==> config.mk <==
export PLATFORM = sky130hd
export DESIGN_NAME = dcache_responder
export DESIGN_NICKNAME = d
export VERILOG_FILES = /design/src/rtl/dcache_responder.sv
export SDC_FILE = /design/constraint.sdc
export NUM_CORES = 1
export LEC_CHECK = 0
export CAP_MARGIN = 20
export CORE_MARGIN = 2
export CORE_UTILIZATION = 54
export DETAILED_ROUTE_END_ITERATION = 12
export GPL_TIMING_DRIVEN = 0
export PLACE_DENSITY = 0.76
export SETUP_SLACK_MARGIN = 0.02
export SLEW_MARGIN = 20
export SYNTH_ARGS = -nofsm -noshare
export SYNTH_HDL_FRONTEND = slang
export SYNTH_SLANG_ARGS = --single-unit
==> constraint.sdc <==
create_clock -name CLK -period 7.05 [get_ports CLK]
set_input_delay 1.41 -clock CLK [delete_from_list [all_inputs] [get_ports CLK]]
set_output_delay 1.41 -clock CLK [all_outputs]
set_load 0.01 [all_outputs]
==> src/rtl/dcache_responder.sv <==
// ============================================================================
// Module   : dcache_responder
// Brief    : Direct-mapped, write-through, no-write-allocate data cache with
//            LL/SC link register, answering datapath MEM-stage requests.
// Revision : 1.0 - initial release
// ============================================================================
`default_nettype none

module dcache_responder #(
    parameter int SETS   = 16,
    parameter int WORD_W = 32
) (
    input  logic              CLK,
    input  logic              RST,
    input  logic              halt,
    input  logic              dmemREN,
    input  logic              dmemWEN,
    input  logic              datomic,
    input  logic [WORD_W-1:0] dmemaddr,
    input  logic [WORD_W-1:0] dmemstore,
    output logic              dhit,
    output logic [WORD_W-1:0] dmemload,
    output logic              flushed,
    output logic              dREN,
    output logic              dWEN,
    output logic [WORD_W-1:0] daddr,
    output logic [WORD_W-1:0] dstore,
    input  logic              dwait,
    input  logic [WORD_W-1:0] dload
);

    localparam int IDX_W = $clog2(SETS);
    localparam int TAG_W = WORD_W - IDX_W - 2;

    typedef enum logic [1:0] {
        IDLE   = 2'd0,
        RFILL  = 2'd1,
        WRITE  = 2'd2,
        HALTED = 2'd3
    } state_t;

    state_t state, state_next;

    logic [SETS-1:0]   valid;
    logic [TAG_W-1:0]  tags [SETS];
    logic [WORD_W-1:0] data [SETS];

    logic              link_valid;
    logic [WORD_W-3:0] link_addr;

    logic [IDX_W-1:0]  index;
    logic [TAG_W-1:0]  tag;
    logic [WORD_W-3:0] word_addr;
    logic              hit;
    logic              sc_ok;
    logic              fill_en;
    logic              upd_en;
    logic              set_link;
    logic              clr_link;
    logic              unused_lsb;

    assign index      = dmemaddr[IDX_W+1:2];
    assign tag        = dmemaddr[WORD_W-1:IDX_W+2];
    assign word_addr  = dmemaddr[WORD_W-1:2];
    assign hit        = valid[index] && (tags[index] == tag);
    assign sc_ok      = link_valid && (link_addr == word_addr);
    assign unused_lsb = ^dmemaddr[1:0];

    always_comb begin
        state_next = state;
        dhit       = 1'b0;
        dmemload   = '0;
        flushed    = 1'b0;
        dREN       = 1'b0;
        dWEN       = 1'b0;
        daddr      = '0;
        dstore     = '0;
        fill_en    = 1'b0;
        upd_en     = 1'b0;
        set_link   = 1'b0;
        clr_link   = 1'b0;

        case (state)
            IDLE: begin
                if (halt) begin
                    state_next = HALTED;
                end else if (dmemWEN) begin
                    if (datomic && !sc_ok) begin
                        // Failed SC resolves locally without touching memory.
                        dhit     = 1'b1;
                        clr_link = 1'b1;
                    end else begin
                        state_next = WRITE;
                    end
                end else if (dmemREN) begin
                    if (hit) begin
                        dhit     = 1'b1;
                        dmemload = data[index];
                        set_link = datomic;
                    end else begin
                        state_next = RFILL;
                    end
                end
            end

            RFILL: begin
                dREN  = 1'b1;
                daddr = {word_addr, 2'b00};
                if (!dwait) begin
                    dhit       = 1'b1;
                    dmemload   = dload;
                    fill_en    = 1'b1;
                    set_link   = datomic;
                    state_next = IDLE;
                end
            end

            WRITE: begin
                dWEN   = 1'b1;
                daddr  = {word_addr, 2'b00};
                dstore = dmemstore;
                if (!dwait) begin
                    dhit       = 1'b1;
                    dmemload   = WORD_W'(datomic);
                    upd_en     = hit;
                    clr_link   = datomic || (link_addr == word_addr);
                    state_next = IDLE;
                end
            end

            HALTED: begin
                flushed = 1'b1;
            end

            default: begin
                state_next = IDLE;
            end
        endcase
    end

    always_ff @(posedge CLK) begin
        if (RST) begin
            state      <= IDLE;
            valid      <= '0;
            link_valid <= 1'b0;
            link_addr  <= '0;
        end else begin
            state <= state_next;
            if (fill_en) begin
                valid[index] <= 1'b1;
            end
            // A new link takes precedence over any coincident invalidation.
            if (set_link) begin
                link_valid <= 1'b1;
                link_addr  <= word_addr;
            end else if (clr_link) begin
                link_valid <= 1'b0;
            end
        end
    end

    // Tag and data storage need no reset; valid bits gate every use.
    always_ff @(posedge CLK) begin
        if (!RST) begin
            if (fill_en) begin
                tags[index] <= tag;
                data[index] <= dload;
            end else if (upd_en) begin
                data[index] <= dmemstore;
            end
        end
    end

endmodule

`default_nettype wire

; Word-level counts from Yosys, hierarchy flattened
; Memory sizes are Yosys's and may differ from the RTL's.
; Cells that the tools add are included.
[totals]
ff_bits = 49
latch_bits = 0
ram_bits = 928
rom_bits = 0
input_bits = 103
word_cells = 83
memories = 2
[memory_table]
columns = memory, depth, word_bits, rd, rd_ports_with_merged_regs, write_ports, line
row1 = data, 16, 32, 1, 0, 1, 46  ; logic [WORD_W-1:0] data [SETS];
row2 = tags, 16, 26, 1, 0, 1, 45  ; logic [TAG_W-1:0] tags [SETS];
[op_classes]
add_sub_neg = 0
n_mul = 0
n_div = 0
magnitude_cmp = 2
eq_ne = 9
shift = 0
mux = 53
n_bitwise = 2
reduce_logical = 11
[op_table]
columns = cell, count
row1 = 32-bit two-way mux, 8
row2 = 32-bit one-hot mux with 3 select lines, 1
row3 = 1-bit two-way mux, 32
row4 = 30-bit equality test, 1
row5 = 26-bit equality test, 1
row6 = 16-bit OR, 1
row7 = 2-bit two-way mux, 6
row8 = 4-bit inequality test (second input constant), 3
row9 = 1-bit one-hot mux with 2 select lines, 3
row10 = 4-bit by 5-bit less-than comparator with 1-bit output (second input constant), 1
row11 = 5-bit AND reduction, 1
row12 = 1-bit binary-select mux with 4-bit select, 1
row13 = 1-bit demux with 4-bit select, 1
row14 = 2-bit equality test (second input constant), 2
row15 = 4-bit by 1-bit greater-or-equal comparator with 1-bit output (second input constant), 1
row16 = 1-bit logical AND, 4
row17 = 2-bit one-hot mux with 2 select lines, 1
row18 = 2-bit nonzero test, 2
row19 = 2-bit by 1-bit equality test with 1-bit output (second input constant), 1
row20 = 2-bit logical NOT, 1
row21 = 2-bit inequality test (second input constant), 1
row22 = 2-bit OR reduction, 1
row23 = 1-bit logical NOT, 1
row24 = 1-bit logical OR, 1
row25 = 1-bit OR, 1

; Depth between registers and ports, before layout
; Gate-level depths: netlist (run 1).
[logic_depth]
ltp_word = 10
depth_mapped = 15
depth_no_buf = 9

; Worst setup path after synthesis (run 1)
; No wires, ideal clock.
[synth_timing]
path_kind = input to register
start = in dmemaddr[2]
end = mem data[0][0], enable pin
setup_time_ns = 0.501
arrival_time_ns = 6.895
required_ns = 6.549
slack_ns = -0.347
stages = 10
n_path_buf = 1
cell_sequence = buf_4 -> mux4_2 -> mux4_2 -> xor2_1 -> a221oi_1 -> nand3_1 -> a2111o_1 -> nor4_4 -> a21oi_2 -> nor4_1
[synth_via]
elab_chain_cells = 10
word_cells_on_any_way = 12
classes_between = eq/ne (1) / mux (8) / bitwise (1) / reduce/logical (1) / memory (1)
[synth_lines]
columns = element, line
row1 = "start, declared", 19  ; input logic [WORD_W-1:0] dmemaddr,
row2 = memory read 16 x 26 bit or 1-bit binary-select mux with 4-bit select (tied branches), -
row3 = 26-bit equality test or 1-bit two-way mux (tied branches), 65  ; assign hit = valid[index] && (tags[index] == tag);
row4 = 1-bit logical AND, 65
row5 = 1-bit two-way mux, 122  ; if (!dwait) begin
row6 = 1-bit two-way mux, 83  ; case (state)
row7 = 1-bit two-way mux, 168  ; end else if (upd_en) begin
row8 = 1-bit two-way mux, 165  ; if (fill_en) begin
row9 = 1-bit two-way mux, 164  ; if (!RST) begin
row10 = 1-bit two-way mux (not written as such), 169  ; data[index] <= dmemstore;
row11 = 1-bit OR (no line), -
row12 = "end, declared", 46
; Several ways; a longest one is shown, not always the timed one. The select of a mux whose other input is x is not followed.

; Worst setup path in the final report (run 1)
[layout_timing]
start = in dmemaddr[5]
end = out dmemload[9]
[layout_via]
elab_chain_cells = 8
word_cells_on_any_way = 11
classes_between = eq/ne (1) / mux (7) / reduce/logical (1) / memory (2)
[layout_lines]
columns = element, line
row1 = memory read 16 x 26 bit or 1-bit binary-select mux with 4-bit select (tied branches), -
row2 = 26-bit equality test or 1-bit two-way mux (tied branches), 65
row3 = 1-bit logical AND, 65
row4 = 32-bit two-way mux (*), 96  ; if (hit) begin
row5 = 32-bit two-way mux (*), 95  ; end else if (dmemREN) begin
row6 = 32-bit two-way mux (*), 87  ; end else if (dmemWEN) begin
row7 = 32-bit two-way mux (*), 85  ; if (halt) begin
row8 = 32-bit one-hot mux with 3 select lines (*), 83
row9 = "end, declared", 22  ; output logic [WORD_W-1:0] dmemload,
; Every way passes the cells marked *; elsewhere a longest branch is shown, timed or not. The select of a mux whose other input is x is not followed.

==> impl_summary.log, run 1 <==
[metrics] Clock Sink Count: 977
[metrics] via total after detailed routing: 22,900
[metrics] mean number of vias per cell: 6.49
[metrics] top area cells in the synthesized netlist: sky130_fd_sc_hd__edfxtp_1, sky130_fd_sc_hd__mux4_2, sky130_fd_sc_hd__mux2i_1
[metrics] fraction of final layout cells sized beyond drive strength 1: 26.6%
[metrics] die outline area: 76,000 sq um
[metrics] Filler Cell Count: 4,625
[metrics] Max Slew Vio Count: 0
[metrics] fraction of synthesized cell area taken by the top area cell type: 69.9%
[metrics] worst path required time: 5.64 ns
[metrics] area used by multi-input combinational logic: 10,500 sq um
[metrics] clock latency reported for the late side of the worst-skew pair: 0.69 ns
[metrics] Async S/R FF share, synth: 0%
[metrics] Main synth FF type: sky130_fd_sc_hd__edfxtp_1
[metrics] logic depth of the worst register-to-register path: 14
[metrics] post-CTS clock slew at the launch and capture registers of the worst setup and hold paths: 0.06 ns
[metrics] launch instance of the worst min-delay path: link_addr[1]$_SDFFE_PP0P_
[metrics] Bufs on Longest Clock Path: 3
[metrics] chain of cells forming the critical path: dlygate4sd2_1, buf_6, buf_8, buf_12, buf_8, mux2i_1, o22a_1, a21oi_2, o2111ai_2, o31ai_2, nand4_1, nor4_4, buf_4, nand4b_1, buf_2, o21ai_2, clkdlybuf4s50_1
[metrics] Antenna Nets Post-Route: 0
[metrics] hold violation total from the final report: 0
[metrics] endpoint type of the worst setup path: primary output
[metrics] CTS root buf: sky130_fd_sc_hd__clkbuf_16
[metrics] Worst VDD drop: 0.229 mV
[metrics] DRC errors left: 0
[metrics] utilization of the core after routing: 65.6%
[metrics] Slew headroom: 22.6%
[metrics] unrepaired setup endpoints after global routing: true
[metrics] area overhead of the layout relative to synthesis: 20.1%
[metrics] critical path type: input port to primary output
[metrics] synth unique cells: 65
[metrics] outcome: complete, no violations
[metrics] post-route clock period utilization: 99.4%
[metrics] Hold WC Path Type: flip-flop to flip-flop
[metrics] global-route wire length before repair: 159,000 um
[metrics] sequential cell area: 28,800 sq um
[metrics] cell count after synthesis: 2,078
[metrics] static power due to leakage: 15.8 nW
[metrics] cell seen most often among critical-path stages: sky130_fd_sc_hd__buf_8
[metrics] vertical die dimension: 276 um
[metrics] pin count of the biggest net entering global routing: 24
[metrics] final instance area: 47,900 sq um
[metrics] clock tree from TritonCTS: done
[metrics] CTS Hold Bufs: 0
[metrics] largest clock skew in the final design: 0.0536 ns
[metrics] level count of the clock H-tree: 3
[metrics] combined area of all synthesized cells: 39,900 sq um
[metrics] global placement routability congestion: 0.928
[metrics] Critical Path Stages: 17
[metrics] critical path startpoint category: input port
[metrics] worst slack on hold paths: 0.484 ns
[metrics] post-detail-place hpwl: 73,100 um
[metrics] maximum capacitance violations: 0
[metrics] placed standard-cell area: 44,300 sq um
[metrics] count of flip-flops with a built-in enable after synthesis: 928
[metrics] sequential element share of the synthesized area: 72.4%
[metrics] number of cell rows: 99
[metrics] Final Instance Count excl. Fillers: 3,529
[metrics] dpl cells: 3,342
[metrics] Pre-antenna DRT Iters: 7
[metrics] initial drt markers: 3,497
[metrics] routed wire length: 111,000 um
[metrics] achievable frequency: 143 MHz
[metrics] number of buffer cells added on primary ports: 196
[metrics] core area: 73,000 sq um
[metrics] number of CTS-inserted buffers: 97
[metrics] worst flop-to-flop path startpoint: tags[15][0]$_DFFE_PP_
[metrics] capturing element of the worst setup path: dmemload[9]
[metrics] combined global-route utilization of all metal layers: 29.6%
[metrics] post-layout power: 0.0130 W
[metrics] total global routing overflow: 0
[metrics] Critical Path Slowest Stage Cell: sky130_fd_sc_hd__clkdlybuf4s50_1
[metrics] setup slack on the worst flop-to-flop path: 1.99 ns
[metrics] #FFs+latches synth: 977
[metrics] final setup violating endpoints: 0
[metrics] Chip Width: 276 um
[metrics] worst flop-to-flop path endpoint: data[7][20]$_DFFE_PP_
[metrics] data arrival at the endpoint of the critical path: 5.60 ns
[metrics] Top Family by Delay on Critical Path: buffers and inverters
[metrics] biggest area consumer among synthesized cells: sky130_fd_sc_hd__edfxtp_1
[metrics] power per cell area: 271 nW/um^2
[metrics] Worst Path Max Fanout: 10
[metrics] Yosys warnings: 0
[metrics] initial core utilization: 54.6%
[metrics] slew of the pin with the lowest slew margin: 1.16 ns
[metrics] antenna violations before repair: 5
[metrics] mean routed wirelength per cell: 31.6 um
[metrics] count of buffering cells on the critical path with inverters included: 8
[metrics] Tmin final: 7.01 ns
[metrics] Final Net Count: 2,595
[metrics] Post-Syn Area per Cell: 19.2 sq um
[metrics] vias in the first global route: 23,200
[metrics] Critical Path Source: dmemaddr[5]
[metrics] number of I/O pins: 203
[metrics] Max stage delay on crit path: 0.59 ns
[synth_stat cells, types with 21 or more instances]
cell / number
sky130_fd_sc_hd__o21ai_1: 30
sky130_fd_sc_hd__nor3_1: 21
sky130_fd_sc_hd__mux2_2: 53
sky130_fd_sc_hd__nor2_1: 41
sky130_fd_sc_hd__clkbuf_1: 49
sky130_fd_sc_hd__and2_1: 64
sky130_fd_sc_hd__inv_1: 61
sky130_fd_sc_hd__buf_2: 33
sky130_fd_sc_hd__o22ai_1: 27
sky130_fd_sc_hd__edfxtp_1: 928
sky130_fd_sc_hd__nand2b_1: 67
sky130_fd_sc_hd__xor2_1: 37
sky130_fd_sc_hd__nand2_1: 62
sky130_fd_sc_hd__mux4_2: 236
sky130_fd_sc_hd__mux2i_1: 106
sky130_fd_sc_hd__dfxtp_1: 49
sky130_fd_sc_hd__xnor2_1: 21
sky130_fd_sc_hd__buf_1: 23
[routing by layer]
layer / part of all wire, % / vias to the layer above / GRT usage [%] / routed length, um
met4: 4.3 / 2 / 12.8 / 4740
met2: 47 / 1669 / 46.4 / 52900
li1: - / 9197 / - / -
met1: 37 / 11700 / 40.8 / 40700
met3: 12 / 305 / 5.82 / 13000
met5: 0.012 / - / 0 / 13
[cell usage in the layout, fill, tap and decap left out, drive strengths merged, types with 53 or more instances in the layout]
| cell type | Yosys | routed |
|---|---|---|
| clkbuf | 49 | 175 |
| mux2 | 53 | 53 |
| mux4 | 236 | 236 |
| mux2i | 106 | 106 |
| edfxtp | 928 | 928 |
| buf | 70 | 182 |
| clkdlybuf4s50 | 0 | 171 |
| inv | 62 | 63 |
| nand2 | 62 | 62 |
| nand2b | 67 | 67 |
| and2 | 65 | 65 |
[logic make-up after synthesis]
logic type,Yosys count,synth area share [%]
flip-flops,977,72.4
multiplexers,395,17.5
AND/OR/NAND/NOR,316,4.28
buffers and inverters,182,1.95
AO/OA/AOI/OAI,145,2.49
XOR/XNOR,58,1.27
adder cells (fa/ha/maj),4,0.126
other,1,0.00941
[registers in the layout (all words and copies together) (netlist names)]
signal,cells
data,512
tags,416
link_addr,30
valid,16
state,2
link_valid,1
[timing repair]
item | in CTS | in global routing
hold endpoints to repair | 0 | 0
pin swaps | 6 | 2
setup endpoints to repair | 48 | 24
resized for setup | 93 | 51
setup buffers | 5 | 1
[worst min-delay path by stage]
stage                     cells past startpoint                          to  slack [ns]
after floorplan                               2      valid[14]$_SDFFE_PP0P_        0.45
after detailed placement                      2       valid[9]$_SDFFE_PP0P_        0.47
after CTS                                     2   link_addr[1]$_SDFFE_PP0P_        0.49
after global placement                        2      valid[12]$_SDFFE_PP0P_        0.46
final                                         2   link_addr[1]$_SDFFE_PP0P_        0.48
after global routing                          2  link_addr[22]$_SDFFE_PP0P_        0.51
[report_power, final]
part	total (W)	internal, W	switching, W
registers	0.00642	0.00640	0.0000231
logic	0.00148	0.000660	0.000821
clock network	0.00507	0.00283	0.00224
[layout make-up]
class | count | area share [%]
tap | 959 | 2.51
clock inverter | 57 | 1.21
sequential | 977 | 60.3
multi-input combinational | 920 | 22.0
clock buffer | 122 | 5.31
inverter | 63 | 0.502
buffer | 119 | 1.74
antenna | 2 | 0.0105
timing repair buffer | 310 | 6.40
[through the flow]
step / TNS, ns / worst slack (ns)
2_1_floorplan: -44.36 / -0.347
5_1_grt: 0 / 0.00508
6_report: 0 / 0.0439
3_3_place_gp: -2681.41 / -6.33
3_5_place_dp: -159.33 / -1.54
4_1_cts: 0 / 0.0160
[worst register-to-register path: cells and delay by family, from the launching register on]
kind	cells	cell delay, ns
buffers and inverters	5	1.25
AND/OR/NAND/NOR	3	1.12
multiplexers	2	0.97
AO/OA/AOI/OAI	3	0.80
flip-flops	1	0.38
XOR/XNOR	1	0.23
No activity file was read; power rests on OpenSTA's default activity.
==> run 2: changes to the inputs <==
--- a/config.mk
+++ b/config.mk
@@ -5,11 +5,13 @@
 export SDC_FILE = /design/constraint.sdc
 export NUM_CORES = 1
 export LEC_CHECK = 0
+export ABC_CLOCK_PERIOD_IN_PS = 7050
 export CAP_MARGIN = 20
 export CORE_MARGIN = 2
 export CORE_UTILIZATION = 54
 export DETAILED_ROUTE_END_ITERATION = 12
 export GPL_TIMING_DRIVEN = 0
+export MAX_ROUTING_LAYER = met4
 export PLACE_DENSITY = 0.76
 export SETUP_SLACK_MARGIN = 0.02
 export SLEW_MARGIN = 20
==> run 2 against run 1 <==
Hold slack improved by 0.0046 ns. Non-clock buffer count rose by 2. Sequential power about the same. Routed wire length decreased by 0.21%. Final area about the same. Sequential share of layout area shrank 0.052 points. Power hardly changed. Core utilization increased by 0.057 points. Via count increased by 0.14%.
==> impl_summary.log, run 2 (same netlist as run 1, synthesis figures left out) <==
[metrics] worst flop-to-flop path startpoint: tags[8][0]$_DFFE_PP_
[metrics] logic depth of the worst register-to-register path: 14 (unchanged)
[metrics] data arrival at the endpoint of the critical path: 5.55 ns (-0.05 ns)
[metrics] vias in the first global route: 23,300 (+0.48%)
[metrics] power share of the combinational group: 11.4% (about the same)
[metrics] slew of the pin with the lowest slew margin: 1.22 ns (+0.0606 ns)
[metrics] hold violation total from the final report: 0 (unchanged)
[metrics] initial drt markers: 3,282 (-6.1%)
[metrics] critical path type: input port to primary output
[metrics] antenna violations before repair: 6 (+1)
[metrics] Filler Cell Count: 4,604 (-0.45%)
[metrics] post-route clock period utilization: 98.7% (-0.70 points)
[metrics] Tmin final: 6.96 ns (-0.0495 ns)
[metrics] CTS root buf: sky130_fd_sc_hd__clkbuf_16
[metrics] Chip Width: 276 um (unchanged)
[metrics] Worst VDD drop: 0.237 mV (+3.7%)
[metrics] Clk pwr share: 39.1% (about the same)
[metrics] post-CTS clock slew at the launch and capture registers of the worst setup and hold paths: 0.06 ns (about the same)
[metrics] Max Slew Vio Count: 0 (unchanged)
[metrics] via total after detailed routing: 22,900 (+0.14%)
[metrics] DRC errors left: 0 (unchanged)
[metrics] fraction of final layout cells sized beyond drive strength 1: 26.4% (-0.15 points)
[metrics] Pre-antenna DRT Iters: 5 (-2)
[metrics] static power due to leakage: 15.9 nW (+0.40%)
[metrics] worst path required time: 5.64 ns (about the same)
[metrics] worst-case hold path end point: link_addr[18]$_SDFFE_PP0P_
[metrics] internal power contribution: 0.00996 W (+0.68%)
[metrics] core area: 73,000 sq um (unchanged)
[metrics] launch instance of the worst min-delay path: link_addr[18]$_SDFFE_PP0P_
[metrics] global-route wire length before repair: 160,000 um (+0.63%)
[metrics] number of cell rows: 99 (unchanged)
[metrics] Antenna Nets Post-Route: 0 (unchanged)
[metrics] combined global-route utilization of all metal layers: 30.7% (+1.1 points)
[metrics] most frequent standard cell in the layout excluding fill and tap cells: sky130_fd_sc_hd__edfxtp_1
[metrics] number of CTS-inserted buffers: 96 (-1.0%)
[metrics] outcome: complete, no violations
[metrics] post-layout power: 0.0130 W (about the same)
[metrics] largest registers ranked by flip-flop count: data: 512 flops, tags: 416 flops, link_addr: 30 flops
[metrics] area overhead of the layout relative to synthesis: 20.2% (about the same)
[metrics] Final Net Count: 2,596 (+0.039%)
[metrics] Bufs on Longest Clock Path: 3 (unchanged)
[metrics] endpoint type of the worst setup path: primary output
[metrics] routed wire length: 111,000 um (-0.21%)
[metrics] total global routing overflow: 0 (unchanged)
[metrics] Clock Sink Count: 977 (unchanged)
[metrics] mean routed wirelength per cell: 31.5 um (-0.18%)
[metrics] final setup violating endpoints: 0 (unchanged)
[metrics] switching power: 0.00303 W (-1.8%)
[metrics] Hold WC Path Type: flip-flop to flip-flop
[metrics] flip-flop count of the largest register after layout: 512 (unchanged)
[metrics] setup slack on the worst flop-to-flop path: 2.12 ns (+0.13 ns)
[metrics] maximum capacitance violations: 0 (unchanged)
[metrics] Sw Share: 23.3% (-0.45 points)
[metrics] unrepaired setup endpoints after global routing: false
[metrics] critical path startpoint category: input port
[metrics] most frequent cells in the layout: sky130_fd_sc_hd__edfxtp_1, sky130_fd_sc_hd__mux4_2, sky130_fd_sc_hd__clkdlybuf4s50_1, sky130_fd_sc_hd__mux2i_1, sky130_fd_sc_hd__clkbuf_16
[metrics] largest clock skew in the final design: 0.0530 ns (-0.000600 ns)
[metrics] mean number of vias per cell: 6.50 (+0.17%)
[metrics] initial core utilization: 54.6% (unchanged)
[metrics] number of I/O pins: 203 (unchanged)
[metrics] Reg with most FFs: data
[metrics] level count of the clock H-tree: 3 (unchanged)
[metrics] clock tree from TritonCTS: done
[metrics] vertical die dimension: 276 um (unchanged)
[metrics] die outline area: 76,000 sq um (unchanged)
[metrics] global placement routability congestion: 0.939 (+1.2%)
[metrics] worst flop-to-flop path endpoint: data[13][13]$_DFFE_PP_
[metrics] number of buffer cells added on primary ports: 196 (unchanged)
[metrics] sequential fraction of design power: 49.4% (about the same)
[metrics] Worst Path Max Fanout: 21 (+11)
[metrics] post-detail-place hpwl: 72,900 um (-0.34%)
[metrics] clock latency reported for the late side of the worst-skew pair: 0.69 ns (about the same)
[metrics] power per cell area: 271 nW/um^2 (about the same)
[metrics] worst slack on hold paths: 0.489 ns (+0.00460 ns)
[metrics] pin count of the biggest net entering global routing: 24 (unchanged)
[metrics] Slew headroom: 18.6% (-4.1 points)
[metrics] achievable frequency: 144 MHz (+0.71%)
[metrics] hold path depth: 2 (unchanged)
==> run 2: cell count changes in the layout (fill, tap and decap cells not counted), sizes merged, moves of 3 or more <==
cell	delta
buf	+4
clkbuf	+8
clkinv	-15
clkinvlp	-3
diode	+3
dlygate4sd2	-6
dlymetal6s2s	+6
==> run 2: worst max-delay path by stage <==
stage,startpoint,to,slack (ns)
floorplan,dmemaddr[2],data[0][0]$_DFFE_PP_,-0.35
global placement,dmemaddr[3],data[2][18]$_DFFE_PP_,-6.15
detailed placement,dmemaddr[3],dmemload[9],-1.62
CTS,dmemaddr[12],dmemload[17],0.02
global route,dmemaddr[17],dmemload[11],0.05
finish,dmemaddr[22],dmemload[9],0.09
==> run 2: through the flow <==
step / area [sq um] / cells / TNS [ns] / util (%) / setup slack (ns)
detailed placement: 44300 / 3337 / -237.31 / 60.7 / -1.62
CTS: 47700 / 3518 / 0 / 65.4 / 0.0203
floorplan: 39900 / 2079 / -44.36 / - / -0.347
finish: 47900 / 3528 / 0 / 65.6 / 0.0935
global placement: 43000 / 3234 / -2713.23 / 59.0 / -6.15
global route: 47900 / 3527 / 0 / 65.6 / 0.0538
==> run 2: area by class of cell <==
| class | count | area (sq um) | area share (%) |
|---|---|---|---|
| flip-flops and latches | 977 | 28800 | 60.2 |
| multi-input cells | 920 | 10600 | 22.0 |
| repair buffers | 312 | 3070 | 6.40 |
| clock buffers | 131 | 2570 | 5.37 |
| well taps | 959 | 1200 | 2.51 |
| plain buffers | 119 | 881 | 1.84 |
| clock inverters | 42 | 519 | 1.08 |
| inverters | 63 | 240 | 0.502 |
| diodes | 5 | 12.5 | 0.0261 |
==> run 2: per-layer routing <==
layer	part of all wire [%]	vias to the layer above	GRT usage [%]	wire length, um
li1	-	9199	-	-
met1	37	11800	40.7	40700
met2	48	1625	47.1	52900
met3	11	329	5.95	12500
met4	4.6	0	12.8	5080
met5	0	-	-	0
==> run 2: timing repair <==
action,CTS,global route
cloned,2,0
endpoints found under the setup margin,39,28
setup buffers,6,5
hold buffers,0,0
pin swaps,5,2
hold endpoints to repair,0,0
gates resized for setup,105,56
==> run 2: power groups by stage <==
stage | sequential, W | combinational, W | clock [W]
3_3_place_gp | 0.00654 | 0.00138 | 0
5_1_grt | 0.00642 | 0.00156 | 0.00531
6_report | 0.00642 | 0.00148 | 0.00508
2_1_floorplan | 0.00653 | 0.000715 | 0
3_5_place_dp | 0.00654 | 0.00143 | 0
4_1_cts | 0.00642 | 0.00146 | 0.00510
==> run 2: critical path, stage by stage <==
cell                              delay [ns]
sky130_fd_sc_hd__clkdlybuf4s50_1        1.28
sky130_fd_sc_hd__xor2_1                 0.26
sky130_fd_sc_hd__nor4_4                 0.44
sky130_fd_sc_hd__o2111ai_1              0.24
sky130_fd_sc_hd__nor4_4                 0.24
sky130_fd_sc_hd__buf_4                  0.19
sky130_fd_sc_hd__nand4b_1               0.26
sky130_fd_sc_hd__clkbuf_4               0.33
sky130_fd_sc_hd__o21ai_2                0.28
sky130_fd_sc_hd__clkdlybuf4s50_1        0.60
